--- src/rtl/motor_pkg.sv ---
// motor_pkg: full-scale duty, motor mode encodings and PWM drive codes
// shared by the ramp controller and the PWM stage.
package motor_pkg;
    localparam int MAX_DUTY = 2601;
    localparam logic [11:0] BRAKE_DUTY = 12'hFFF;
    typedef enum logic [1:0] {
        MODE_IDLE  = 2'b00,
        MODE_SPEED = 2'b01,
        MODE_BRAKE = 2'b11
    } mode_e;
    typedef enum logic [1:0] {
        DRV_OFF   = 2'b00,
        DRV_REV   = 2'b01,
        DRV_FWD   = 2'b10,
        DRV_BRAKE = 2'b11
    } drive_e;
endpackage

--- src/rtl/motor_ramp_step.sv ---
// motor_ramp_step: clamps a commanded speed to full scale and computes one
// slew-limited step of a motor's current toward its target.
module motor_ramp_step #(
    parameter int RAMP_STEP = 16,
    parameter int MAX_DUTY  = 2601
) (
    input  logic signed [12:0] speed_i,
    output logic signed [12:0] clamped_o,
    input  logic signed [12:0] target_i,
    input  logic signed [12:0] current_i,
    output logic signed [12:0] next_o
);
    localparam logic signed [12:0] POS  = 13'(MAX_DUTY);
    localparam logic signed [12:0] NEG  = 13'(-MAX_DUTY);
    localparam logic signed [13:0] STEP = 14'(RAMP_STEP);

    logic signed [13:0] diff;
    logic signed [13:0] stepped;
    logic cur_pos, cur_neg, new_pos, new_neg;

    always_comb begin
        clamped_o = speed_i > POS ? POS : speed_i < NEG ? NEG : speed_i;
        diff = 14'(target_i) - 14'(current_i);
        stepped = diff > STEP ? 14'(current_i) + STEP :
                  diff < -STEP ? 14'(current_i) - STEP : 14'(target_i);
        cur_neg = current_i[12];
        cur_pos = !current_i[12] && current_i != '0;
        new_neg = stepped[13];
        new_pos = !stepped[13] && stepped != '0;
        // a step that would flip the direction parks the motor at zero first
        next_o = (cur_pos && new_neg) || (cur_neg && new_pos) ? '0 : stepped[12:0];
    end
endmodule

--- src/rtl/motor_cmd_ramp.sv ---
// motor_cmd_ramp: four-motor command registers with per-tick slew limiting,
// emergency stop and combinational duty/drive-code decode for the PWM stage.
module motor_cmd_ramp #(
    parameter int RAMP_DIV  = 2601,
    parameter int RAMP_STEP = 16,
    parameter int MAX_DUTY  = motor_pkg::MAX_DUTY
) (
    input  logic               clk,
    input  logic               rst,
    input  logic               cmd_wr,
    input  logic [1:0]         cmd_sel,
    input  logic [1:0]         cmd_mode,
    input  logic signed [12:0] cmd_speed,
    input  logic               estop,
    output logic [11:0]        duty0,
    output logic [11:0]        duty1,
    output logic [11:0]        duty2,
    output logic [11:0]        duty3,
    output logic [7:0]         drive_code,
    output logic [3:0]         at_target,
    output logic               mot_en
);
    import motor_pkg::*;

    localparam int CW = $clog2(RAMP_DIV);

    typedef enum logic {S_WAIT, S_UPD} state_e;

    state_e             state_q, state_d;
    logic [CW-1:0]      cnt_q, cnt_d;
    logic [1:0]         idx_q, idx_d;
    mode_e              mode_q [4];
    mode_e              mode_d [4];
    logic signed [12:0] tgt_q [4];
    logic signed [12:0] tgt_d [4];
    logic signed [12:0] cur_q [4];
    logic signed [12:0] cur_d [4];
    logic               mot_en_q;
    logic               tick;
    logic signed [12:0] clamped, next_cur;
    mode_e              wr_mode;
    logic [11:0]        duty [4];
    logic [1:0]         code [4];

    assign tick = cnt_q == CW'(RAMP_DIV - 1);
    assign wr_mode = cmd_mode == 2'b01 ? MODE_SPEED : cmd_mode == 2'b11 ? MODE_BRAKE : MODE_IDLE;

    motor_ramp_step #(
        .RAMP_STEP(RAMP_STEP),
        .MAX_DUTY (MAX_DUTY)
    ) u_step (
        .speed_i  (cmd_speed),
        .clamped_o(clamped),
        .target_i (tgt_q[idx_q]),
        .current_i(cur_q[idx_q]),
        .next_o   (next_cur)
    );

    always_comb begin
        state_d = state_q;
        idx_d = idx_q;
        cnt_d = tick ? '0 : cnt_q + 1'b1;
        mode_d = mode_q;
        tgt_d = tgt_q;
        cur_d = cur_q;
        if (state_q == S_WAIT) begin
            idx_d = '0;
            state_d = tick ? S_UPD : S_WAIT;
        end else begin
            idx_d = idx_q + 2'd1;
            state_d = idx_q == 2'd3 ? S_WAIT : S_UPD;
            if (mode_q[idx_q] == MODE_SPEED) cur_d[idx_q] = next_cur;
        end
        if (estop) begin
            for (int i = 0; i < 4; i++) begin
                mode_d[i] = MODE_IDLE;
                tgt_d[i] = '0;
                cur_d[i] = '0;
            end
        end else if (cmd_wr) begin
            // a write overrides any update landing on the same motor this cycle
            mode_d[cmd_sel] = wr_mode;
            tgt_d[cmd_sel] = wr_mode == MODE_SPEED ? clamped : '0;
            cur_d[cmd_sel] = wr_mode == MODE_SPEED ? cur_q[cmd_sel] : '0;
        end
    end

    always_ff @(posedge clk) begin
        if (rst) begin
            state_q <= S_WAIT;
            cnt_q <= '0;
            idx_q <= '0;
            mot_en_q <= 1'b0;
            for (int i = 0; i < 4; i++) begin
                mode_q[i] <= MODE_IDLE;
                tgt_q[i] <= '0;
                cur_q[i] <= '0;
            end
        end else begin
            state_q <= state_d;
            cnt_q <= cnt_d;
            idx_q <= idx_d;
            mot_en_q <= !estop;
            mode_q <= mode_d;
            tgt_q <= tgt_d;
            cur_q <= cur_d;
        end
    end

    always_comb begin
        for (int i = 0; i < 4; i++) begin
            duty[i] = mode_q[i] == MODE_BRAKE ? BRAKE_DUTY :
                      mode_q[i] == MODE_SPEED ? (cur_q[i][12] ? 12'(-cur_q[i]) : cur_q[i][11:0]) : '0;
            code[i] = mode_q[i] == MODE_BRAKE ? DRV_BRAKE :
                      mode_q[i] != MODE_SPEED || cur_q[i] == '0 ? DRV_OFF :
                      cur_q[i][12] ? DRV_REV : DRV_FWD;
            at_target[i] = cur_q[i] == tgt_q[i];
        end
    end

    assign duty0 = duty[0];
    assign duty1 = duty[1];
    assign duty2 = duty[2];
    assign duty3 = duty[3];
    assign drive_code = {code[0], code[1], code[2], code[3]};
    assign mot_en = mot_en_q;
endmodule

--- config.mk ---
export PLATFORM = sky130hd
export DESIGN_NAME = motor_cmd_ramp
export DESIGN_NICKNAME = d
export VERILOG_FILES = /design/src/rtl/motor_pkg.sv /design/src/rtl/motor_ramp_step.sv /design/src/rtl/motor_cmd_ramp.sv
export SDC_FILE = /design/constraint.sdc
export NUM_CORES = 1
export LEC_CHECK = 0
export ABC_AREA = 1
export ABC_CLOCK_PERIOD_IN_PS = 4410
export BUFFER_PORTS_ARGS = -buffer_cell sky130_fd_sc_hd__buf_2
export CAP_MARGIN = 20
export CORE_ASPECT_RATIO = 1.5
export CORE_MARGIN = 8
export CORE_UTILIZATION = 40
export CTS_CLUSTER_SIZE = 25
export DETAILED_ROUTE_END_ITERATION = 8
export HOLD_SLACK_MARGIN = 0.06
export PLACE_DENSITY_LB_ADDON = 0.3
export SLEW_MARGIN = 20
export SYNTH_ARGS = -nofsm -noshare
export SYNTH_HDL_FRONTEND = slang
export SYNTH_HIERARCHICAL = 1
export SYNTH_SLANG_ARGS = --single-unit
--- constraint.sdc ---
create_clock -name clk -period 4.41 [get_ports clk]
set_input_delay 0.6615 -clock clk [delete_from_list [all_inputs] [get_ports clk]]
set_output_delay 0.6615 -clock clk [all_outputs]
set_load 0.01 [all_outputs]
==> impl_results.md, run 1 <==
* Final Hold Violating Endpoints at 0
* Mapped Area at 10900 sq um
* Leakage at 6.95 nW
* CTS Buf Count at 17
* Peak VDD IR at approximately 0.23 mV
* Post-synth EDFFs at 0
* Clock Sinks at 128
* Final #Nets at 2071
* Detailed Route WL at approximately 49000 um
* GRT overflow at 0
* Residual DRC count at 0
* Setup slack after layout at just over 0.06 ns
* Max stage delay on crit path at 0.44 ns
* Top achievable clock speed at 230 MHz
* Minimum clock period at 4.35 ns
* Initial antenna violation count at 0
* Comb pwr share at 0.287
* Post-route ant nets at 0
* Row cnt at between 70 and 80
* Kind of cell adding the most delay to the critical path: simple AND/OR/NAND/NOR gates
* Post-DP HPWL at 36900 um
* Share of post-route cells with drive strength above 1 at 0.238
* Syn_nets at ~1900
* CTS tree: yes
* Share of the yosys chip area belonging to registers at 0.236
* Initial Utilization at 0.403
* Fill cells at between 2000 and 3000
* P_sw at 1.30 mW
* DR vias at around 14000
* Crit end category: flop
* Final Max Tran Viols at 0
* Worst Path Max Fanout at 7
* Met2 WL post-DR at 23200 um
* Max cap viols at 0
* 1st-iter DRT viols at approximately 1200
* Clock Latency Late Sink at 0.45 ns
* First-pass GRT wire length at 72200 um
* Final Cycle Share at 0.986
* Slowest CP cell: dfxtp_4
* Ys Warns at 6
* Root Driver: clkbuf_16
* Clk buf depth at 2
* Worst slew margin at 0.298
* Syn-to-layout area delta at 28.6%
* RSZ-0062 raised after global routing: yes
* CP Launch Type: flop
* Setup violators final at 0
* Clk network pwr share at 0.384
* Die area at 32800 sq um
* Mean Syn Cell Area at slightly below 6 sq um
* Worst slack, placed at -0.174 ns
* Die Wd at about 150 um
* Worst min path class: in -> reg
* I/O pin count at 82
* DP Area at 12400 sq um
* IO Port Bufs at 81
* WL/cell at just over 20 um
* Clk pin slew, worst setup/hold paths at 0.06 ns
* Die Ht at between 200 and 250 um
* Cells after Synth at 1839
* Worst Path Arrival at 4.74 ns
* DR WL met3 at just over 4000 um
* Ant. Diodes at 0
* Net Sw Frac at 0.353
* DR pass1 iterations at 8
* Synth Flop Type: dfxtp_1
* Synth unique cells at 44
* WP data required at 4.80 ns
* Core Area at approximately 27000 sq um
* Final core occ at 0.518
* GRT Total Usage at 0.289
* Least-Margin Pin Slew at approximately 1.1 ns
* Int Power at 2.38 mW
* Asr flop ratio synth at 0
* Final Cell Area at 14000 sq um
* Largest net degree at the start of global routing at 55
* Met1 wire length at between 15000 and 20000 um
* Number of global-route vias before repair at approximately 13000
* Max Clock Skew at 0.0104 ns
* Count of hold-fix buffers inserted at cts at 0
* Most frequent CP cell: nand2_1
* Reg power frac at 0.329
* Cell Pwr Density at between 200 and 300 nW/um^2
* GP Congestion at 1.03
* Highest Signal Layer: met4
* CP Class: reg -> reg
* Post-synthesis register bit count at 128
* Hold Slack at between 0.4 and 0.5 ns
* Worst path bufs/invs at 9
* Status: complete, no violations
* Vias/cell at ~5.7
* CTS H-tree lvls at 4
-- layout by cell type, fill, tap and decap left out, types with 23 or more instances in the layout --
master / synthesis / final
a21oi_1: 228 / 195
a21oi_2: 1 / 30
buf_2: 26 / 81
buf_4: 7 / 160
clkbuf_16: 0 / 23
dfxtp_1: 128 / 125
inv_1: 227 / 215
inv_2: 18 / 29
nand2_1: 427 / 405
nand2_2: 11 / 32
nand3_1: 131 / 127
nand4_1: 73 / 73
nor2_1: 143 / 132
nor3_1: 27 / 27
o21ai_0: 126 / 108
o21ai_1: 18 / 27
xor2_1: 36 / 36
-- stage by stage --
| stage | instances | power, mW | TNS (ns) |
|---|---|---|---|
| final | 2378 | 3.67 | 0 |
| after global routing | 2378 | 3.81 | -3.04 |
| after CTS | 2343 | 3.51 | 0 |
| after detailed placement | 2311 | 2.11 | -5.45 |
| after global placement | 2311 | 2.10 | -1.79 |
| after floorplan | 1839 | 1.78 | 0 |
-- path summary, 6_finish.rpt --
kind	startpoint	to	slack [ns]	cells after the start
worst max-delay path	idx_q[0]	cur_q[29]	0.06	34
worst min-delay path	rst	idx_q[0]	0.44	2
worst max register to register	idx_q[0]	cur_q[29]	0.06	34
worst min register to register	cnt_q[0]	cnt_q[0]	0.47	1
-- worst register-to-register path: cells and delay by family, from the launching register on --
family                     cells  cell delay (ns)
DFF                            1             0.44
adders and majority gates      1             0.32
buffers and inverters          9             1.04
and+or+nand+nor               20             1.88
AOI/OAI and AO/OA              4             0.65
-- cells by family (layout without fill, tap and decap cells) --
logic type      Yosys count  after routing  share of synthesized area
simple gates            871            872                      0.361
compound gates          419            419                      0.203
buf+inv                 349            545                      0.132
flops                   128            128                      0.236
xor+xnor                 45             45                     0.0363
fa+ha+maj                27             27                     0.0318
-- registers in the layout (all words and copies together) (netlist names) --
| name | cells |
|---|---|
| cnt_q | 12 |
| cur_q | 52 |
| state_q | 1 |
| idx_q | 2 |
| mot_en | 1 |
| tgt_q | 52 |
| mode_q | 8 |
-- timing repair --
action / in CTS / in global routing
cloned: 0 / 9
setup buffers: 0 / 26
endpoints found under the setup margin: 52 / 52
gates resized for setup: 8 / 175
endpoints found under the hold margin: 0 / 0
pin swaps: 0 / 48
-- routing by layer --
| layer | vias up | GRT usage |
|---|---|---|
| met4 | 0 | 0.231 |
| met2 | 779 | 0.481 |
| met1 | 6186 | 0.315 |
| li1 | 6446 | - |
| met5 | - | 0 |
| met3 | 227 | 0.0557 |
-- layout make-up --
cell class / count / area, sq um / area share
timing repair buffer: 262 / 1990 / 0.142
inverter: 249 / 957 / 0.0686
clock inverter: 15 / 149 / 0.0107
tap: 342 / 428 / 0.0307
clock buffer: 17 / 425 / 0.0305
timing repair inverter: 2 / 13.8 / 0.000986
sequential: 128 / 2570 / 0.184
multi-input combinational: 1363 / 7430 / 0.532
-- synth_stat cells, types with 3 or more instances --
cell	n	share of area
nand2_1	427	0.15
a21oi_1	228	0.11
inv_1	227	0.079
nor2_1	143	0.049
nand3_1	131	0.060
dfxtp_1	128	0.24
o21ai_0	126	0.058
nand4_1	73	0.042
clkbuf_1	58	0.020
xor2_1	36	0.029
nor3_1	27	0.012
buf_2	26	0.012
ha_1	26	0.030
nor2_2	22	0.013
inv_2	18	0.0062
o21ai_1	18	0.0083
o22ai_1	16	0.0092
a22oi_1	13	0.0090
nand2_2	11	0.0063
nor4_1	11	0.0063
nand3_2	10	0.0092
xnor2_1	9	0.0073
buf_4	7	0.0048
a31oi_1	5	0.0029
buf_6	5	0.0052
o31ai_1	5	0.0035
a211oi_1	3	0.0021
clkinv_1	3	0.0010
nand3_4	3	0.0048
nand3b_1	3	0.0021
nor3b_1	3	0.0021
-- power by group through the flow --
stage                     Clock, mW  Combinational (mW)  Sequential [mW]
after floorplan                   0               0.559             1.22
after global placement            0               0.874             1.23
after detailed placement          0               0.878             1.23
after CTS                      1.42               0.886             1.21
after global routing           1.47                1.13             1.21
final                          1.41                1.05             1.21
No activity file was read; power rests on OpenSTA's default activity.
==> inputs of run 2 (changes only) <==
--- a/config.mk
+++ b/config.mk
@@ -7,16 +7,16 @@
 export LEC_CHECK = 0
 export ABC_AREA = 1
 export ABC_CLOCK_PERIOD_IN_PS = 4410
-export BUFFER_PORTS_ARGS = -buffer_cell sky130_fd_sc_hd__buf_2
 export CAP_MARGIN = 20
 export CORE_ASPECT_RATIO = 1.5
 export CORE_MARGIN = 8
 export CORE_UTILIZATION = 40
 export CTS_CLUSTER_SIZE = 25
 export DETAILED_ROUTE_END_ITERATION = 8
+export DONT_BUFFER_PORTS = 1
 export HOLD_SLACK_MARGIN = 0.06
 export PLACE_DENSITY_LB_ADDON = 0.3
-export SLEW_MARGIN = 20
+export SLEW_MARGIN = 10
 export SYNTH_ARGS = -nofsm -noshare
 export SYNTH_HDL_FRONTEND = slang
 export SYNTH_HIERARCHICAL = 1
==> run 2 against run 1 <==
- non-clock buffer count down 92
- sequential cell count unchanged
- fmax up 2.4%
- sequential share of layout area up 1.0 points
- via count down 3.9%
- count of clock-buffer cells in the layout up 1
- hold slack worse by 0.17 ns
==> impl_results.md, run 2 (synthesized netlist as in run 1, its figures left out) <==
* Status: complete, no violations
* Hold wc startpoint: rst
* Reg2reg end: cur_q[45]
* Final Cycle Share at 0.963 (-0.0230)
* Worst Path Max Fanout at 15 (+8)
* GP Congestion at 1.07 (+4.0%)
* Peak VDD IR at 0.241 mV (+5.4%)
* Die area at 32800 sq um (unchanged)
* Ant. Diodes at 0 (unchanged)
* Number of global-route vias before repair at 12263 (-3.5%)
* CTS Buf Count at 17 (unchanged)
* CP Class: reg -> reg
* Count of hold-fix buffers inserted at cts at 0 (unchanged)
* Post-DP HPWL at 37100 um (+0.47%)
* DR vias at 13103 (-3.9%)
* Least-Margin Pin Slew at 0.877 ns (-0.175 ns)
* Setup slack after layout at 0.162 ns (+0.102 ns)
* Worst slew margin at 0.415 (+0.117)
* Max stage delay on crit path at 0.40 ns (-0.04 ns)
* Cell Count Post-Placement at 2238 (-3.2%)
* Crit end category: flop
* Final Max Tran Viols at 0 (unchanged)
* First-pass GRT wire length at 72800 um (+0.89%)
* Most frequent CP cell: nand2_1
* GR met2 Demand/Resource at 0.489 (+0.00825)
* Core Area at 26900 sq um (unchanged)
* R2R Path Start: idx_q[0]
* Hold Slack at 0.275 ns (-0.165 ns)
* Busiest grt layer: met2
* Top achievable clock speed at 235 MHz (+2.4%)
* CTS tree: yes
* Root Driver: clkbuf_16
* Most common cell after layout, fill and taps aside: nand2_1
* DR pass1 iterations at 6 (-2)
* CTS H-tree lvls at 4 (unchanged)
* GRT met1 Usage at 0.333 (+0.0183)
* Initial antenna violation count at 0 (unchanged)
* Syn-to-layout area delta at 21.8%
* Footprint of the multi-input gates at 7250 sq um (-2.4%)
* 1st-iter DRT viols at 1179 (+1.6%)
* Die Ht at 218 um (unchanged)
* Register area at 2570 sq um (unchanged)
* WP data required at 4.81 ns (about the same)
* Cell Pwr Density at 278 nW/um^2 (+5.7%)
* Share of post-route cells with drive strength above 1 at 0.178 (-0.0600)
* Vias/cell at 5.74 (about the same)
* Clock Sinks at 128 (unchanged)
* Leakage at 6.43 nW (-7.5%)
* Global routing met3 resource utilization at 0.0550 (-0.000623)
* Max cap viols at 0 (unchanged)
* Most frequent cells in the layout: 418 x nand2_1, 223 x inv_1, 201 x a21oi_1
* Initial Utilization at 0.403 (unchanged)
* Setup_tns at 0 ns (unchanged)
* Design Power at 3.68 mW (about the same)
* I/O pin count at 82 (unchanged)
* Worst Path Arrival at 4.65 ns (-0.09 ns)
* Largest net degree at the start of global routing at 55 (unchanged)
* Max Clock Skew at 0.00946 ns (-0.000898 ns)
* Worst R2R Path Depth at 32 (-5.9%)
* Clock Latency Late Sink at 0.45 ns (about the same)
* Clk pin slew, worst setup/hold paths at 0.07 ns (about the same)
* Setup violators final at 0 (unchanged)
* Slowest CP cell: dfxtp_4
* WL/cell at 21.3 um (+2.6%)
* Final Hold Violating Endpoints at 0 (unchanged)
* Non-Filler Instances at 2283 (-4.0%)
* Clk buf depth at 2 (unchanged)
* Die Wd at 151 um (unchanged)
* Row cnt at 74 (unchanged)
* WHS Path Cells at 1 (-1)
* Post-route ant nets at 0 (unchanged)
* Worst slack, placed at -0.138 ns (+0.0359 ns)
* Final #Nets at 1976 (-4.6%)
* Worst min path class: in -> reg
* Flop-to-flop setup slack at 0.16 ns (+0.10 ns)
* Top Registers: cur_q x52, tgt_q x52, cnt_q x12
* Fill cells at 2805 (+0.75%)
* Min-Delay Endpoint: idx_q[0]
* Minimum clock period at 4.25 ns (-0.102 ns)
* GRT Total Usage at 0.294 (+0.00522)
* CP Launch Type: flop
* Residual DRC count at 0 (unchanged)
* GRT overflow at 0 (unchanged)
* IO Port Bufs at 0 (-100%)
* Detailed Route WL at 48700 um (-1.5%)
## run 2: how the worst max path moves through the flow
| stage | start | end | slack, ns | cells past startpoint |
|---|---|---|---|---|
| 6_report | idx_q[0] | cur_q[45] | 0.16 | 32 |
| 3_3_place_gp | idx_q[0] | cur_q[12] | -0.08 | 31 |
| 5_1_grt | idx_q[0] | cur_q[6] | -0.08 | 31 |
| 2_1_floorplan | idx_q[0] | cur_q[46] | 0.45 | 30 |
| 4_1_cts | idx_q[0] | cur_q[44] | 0.02 | 31 |
| 3_5_place_dp | idx_q[0] | cur_q[25] | -0.14 | 31 |
## run 2: power breakdown
| group | leakage (nW) | internal (mW) | switching (mW) | total [mW] |
|---|---|---|---|---|
| logic | 5.08 | 0.350 | 0.604 | 0.955 |
| registers | 1.04 | 1.18 | 0.0283 | 1.21 |
| clock network | 0.307 | 0.914 | 0.600 | 1.51 |
## run 2: layer usage
metal / vias up / wire (um)
met5: - / 0
met4: 0 / 3800
met3: 198 / 3530
met2: 651 / 23100
met1: 6004 / 18300
li1: 6250 / -
## run 2: area by class of cell
type | count | share of cell area
Clock buffer | 18 | 0.0332
Clock inverter | 14 | 0.0137
Inverter | 249 | 0.0719
Multi-Input combinational cell | 1362 | 0.549
Sequential cell | 128 | 0.195
Tap cell | 342 | 0.0324
Timing Repair Buffer | 170 | 0.106
## run 2: per-stage QoR
stage	cell area, sq um	utilization
global route	13200	0.491
detailed placement	12000	0.446
global placement	12000	0.446
finish	13200	0.491
floorplan	10900	-
CTS	12700	0.470
## run 2: repair_timing
item,CTS,global route
setup buffers,0,12
resized for setup,11,105
gates cloned,0,1
pin swaps,0,16
setup endpoints to repair,52,52
endpoints found under the hold margin,0,0
## run 2: worst max-delay path: cells and delay by family (launching register included)
family                     cells  cell delay [ns]
DFF                            1             0.40
adders and majority gates      2             0.56
AOI/OAI and AO/OA              3             0.38
and+or+nand+nor               20             2.05
buffers and inverters          7             0.82
==> inputs of run 3 (changes only) <==
--- a/config.mk
+++ b/config.mk
@@ -9,7 +9,7 @@
 export ABC_CLOCK_PERIOD_IN_PS = 4410
 export CAP_MARGIN = 20
 export CORE_ASPECT_RATIO = 1.5
-export CORE_MARGIN = 8
+export CORE_MARGIN = 5
 export CORE_UTILIZATION = 40
 export CTS_CLUSTER_SIZE = 25
 export DETAILED_ROUTE_END_ITERATION = 8
==> run 3 against run 2 <==
- sequential cell count stayed put
- cell count is 0.57% higher
- clock skew is 0.0015 ns higher
- global-route usage is 1.5 points higher
- core utilization is 0.21 points lower
- worst setup slack better by 0.036 ns
- critical path type unchanged
- largest power group unchanged
==> impl_results.md, run 3 (synthesized netlist as in run 1, its figures left out) <==
* Status: complete, no violations
* Largest net degree at the start of global routing at 55 (unchanged)
* Minimum clock period at 4.21 ns (-0.0359 ns)
* Share of post-route cells with drive strength above 1 at 0.183 (+0.00496)
* RSZ-0062 raised after global routing: yes
* GRT Total Usage at 0.309 (+0.0148)
* DP Area at 12100 sq um (+0.87%)
* Worst Path Arrival at 4.60 ns (-0.05 ns)
* Worst Path Max Fanout at 13 (-2)
* Die Wd at 145 um (-4.0%)
* CTS H-tree lvls at 4 (unchanged)
* Max stage delay on crit path at 0.41 ns (about the same)
* Peak VDD IR at 0.306 mV (+27%)
* IO Port Bufs at 0 (unchanged)
* Root Driver: clkbuf_16
* I/O pin count at 82 (unchanged)
* DR vias at 13206 (+0.79%)
* Least-Margin Pin Slew at 1.09 ns (+0.212 ns)
* Die Ht at 212 um (-2.8%)
* Fill cells at 2938 (+4.7%)
* Design Power at 3.59 mW (-2.4%)
* Most frequent CP cell: nand2_2
* Number of global-route vias before repair at 12237 (-0.21%)
* Core Area at 27000 sq um (+0.34%)
* Die area at 30600 sq um (-6.6%)
* Final #Nets at 1989 (+0.66%)
* Initial Utilization at 0.401 (-0.00138)
* Post-DP HPWL at 37200 um (+0.41%)
* CTS tree: yes
* Vias/cell at 5.75 (+0.22%)
* GRT met1 Usage at 0.345 (+0.0118)
* 1st-iter DRT viols at 1482 (+26%)
* Final Hold Violating Endpoints at 0 (unchanged)
* GP Congestion at 1.09 (+1.4%)
* CP Launch Type: flop
* Final Cycle Share at 0.955 (-0.00814)
* GR met2 Demand/Resource at 0.509 (+0.0203)
* CTS Buf Count at 17 (unchanged)
* Worst min path class: in -> reg
* Setup_tns at 0 ns (unchanged)
* Busiest grt layer: met2
* GRT overflow at 0 (unchanged)
* Leakage at 6.44 nW (+0.11%)
* Final Cell Area at 13200 sq um (about the same)
* Final Max Tran Viols at 0 (unchanged)
* Post-route ant nets at 0 (unchanged)
* Ant. Diodes at 0 (unchanged)
* Most frequent cells in the layout: 423 x nand2_1, 218 x inv_1, 203 x a21oi_1
* Max cap viols at 0 (unchanged)
* Residual DRC count at 0 (unchanged)
* Slowest CP cell: fa_2
* Clk buf depth at 2 (unchanged)
* Row cnt at 74 (unchanged)
* DR pass1 iterations at 8 (+2)
* WP data required at 4.80 ns (about the same)
* Clock Sinks at 128 (unchanged)
* Crit end category: flop
* Global routing met3 resource utilization at 0.0581 (+0.00304)
* Top achievable clock speed at 237 MHz (+0.85%)
* Syn-to-layout area delta at 21.7% (about the same)
* Most common cell after layout, fill and taps aside: nand2_1
* Top Registers: cur_q x52, tgt_q x52, cnt_q x12
* Clk pin slew, worst setup/hold paths at 0.06 ns (about the same)
* CP Class: reg -> reg
* WL/cell at 21.3 um (-0.29%)
* Initial antenna violation count at 0 (unchanged)
* Setup violators final at 0 (unchanged)
* Detailed Route WL at 48900 um (+0.28%)
* Max Clock Skew at 0.0110 ns (+0.00151 ns)
* Worst slew margin at 0.273 (-0.141)
* First-pass GRT wire length at 71400 um (-2.0%)
* Clock Latency Late Sink at 0.45 ns (about the same)
* Cell Pwr Density at 272 nW/um^2 (-2.3%)
[run 3: critical path, delay by kind of cell, from the launching register on]
kind                       cells  cell delay [ns]
AOI/OAI and AO/OA              3             0.48
adders and majority gates      1             0.41
buffers and inverters          7             0.96
DFF                            1             0.35
and+or+nand+nor               20             1.94
[run 3: layout make-up]
class,instances,area [sq um],share of cell area
timing repair inverter,1,5.00,0.000379
inverter,249,950,0.0719
multi-input combinational,1363,7240,0.548
clock inverter,15,136,0.0103
tap,342,428,0.0324
timing repair buffer,181,1460,0.110
clock buffer,17,425,0.0322
sequential,128,2570,0.195
[run 3: where the power goes]
group	total [mW]	internal (mW)	switching [mW]	leakage [nW]
registers	1.21	1.18	0.0259	1.04
logic	0.991	0.361	0.630	5.12
clock network	1.39	0.745	0.646	0.273
total	3.59	2.29	1.30	6.44
[run 3: stage by stage]
step	cells	setup WS [ns]	hold slack, ns	utilization
finish	2296	0.198	0.342	0.488
global route	2296	-0.0844	0.338	0.488
CTS	2284	0.00259	0.313	0.470
detailed placement	2252	-0.120	0.459	0.448
global placement	2252	-0.155	0.451	0.448
floorplan	1839	0.453	0.430	-
[run 3: repair_timing]
action | CTS | global route
pin swaps | 0 | 19
hold buffers | 0 | 0
gates resized for setup | 8 | 103
setup endpoints to repair | 39 | 52
gates cloned | 0 | 3
setup buffers | 0 | 9
[run 3: final timing paths]
path                                   to  slack (ns)  cells past startpoint      from
worst min register to register   cnt_q[0]        0.47                      1  cnt_q[0]
worst max-delay path            cur_q[35]        0.20                     31  idx_q[1]
worst max register to register  cur_q[35]        0.20                     31  idx_q[1]
worst min-delay path             idx_q[0]        0.34                      1       rst
[run 3: per-layer routing]
layer / part of all wire / up-vias
met3: 0.075 / 196
met1: 0.36 / 6048
li1: - / 6273
met5: 0 / -
met4: 0.095 / 0
met2: 0.47 / 689
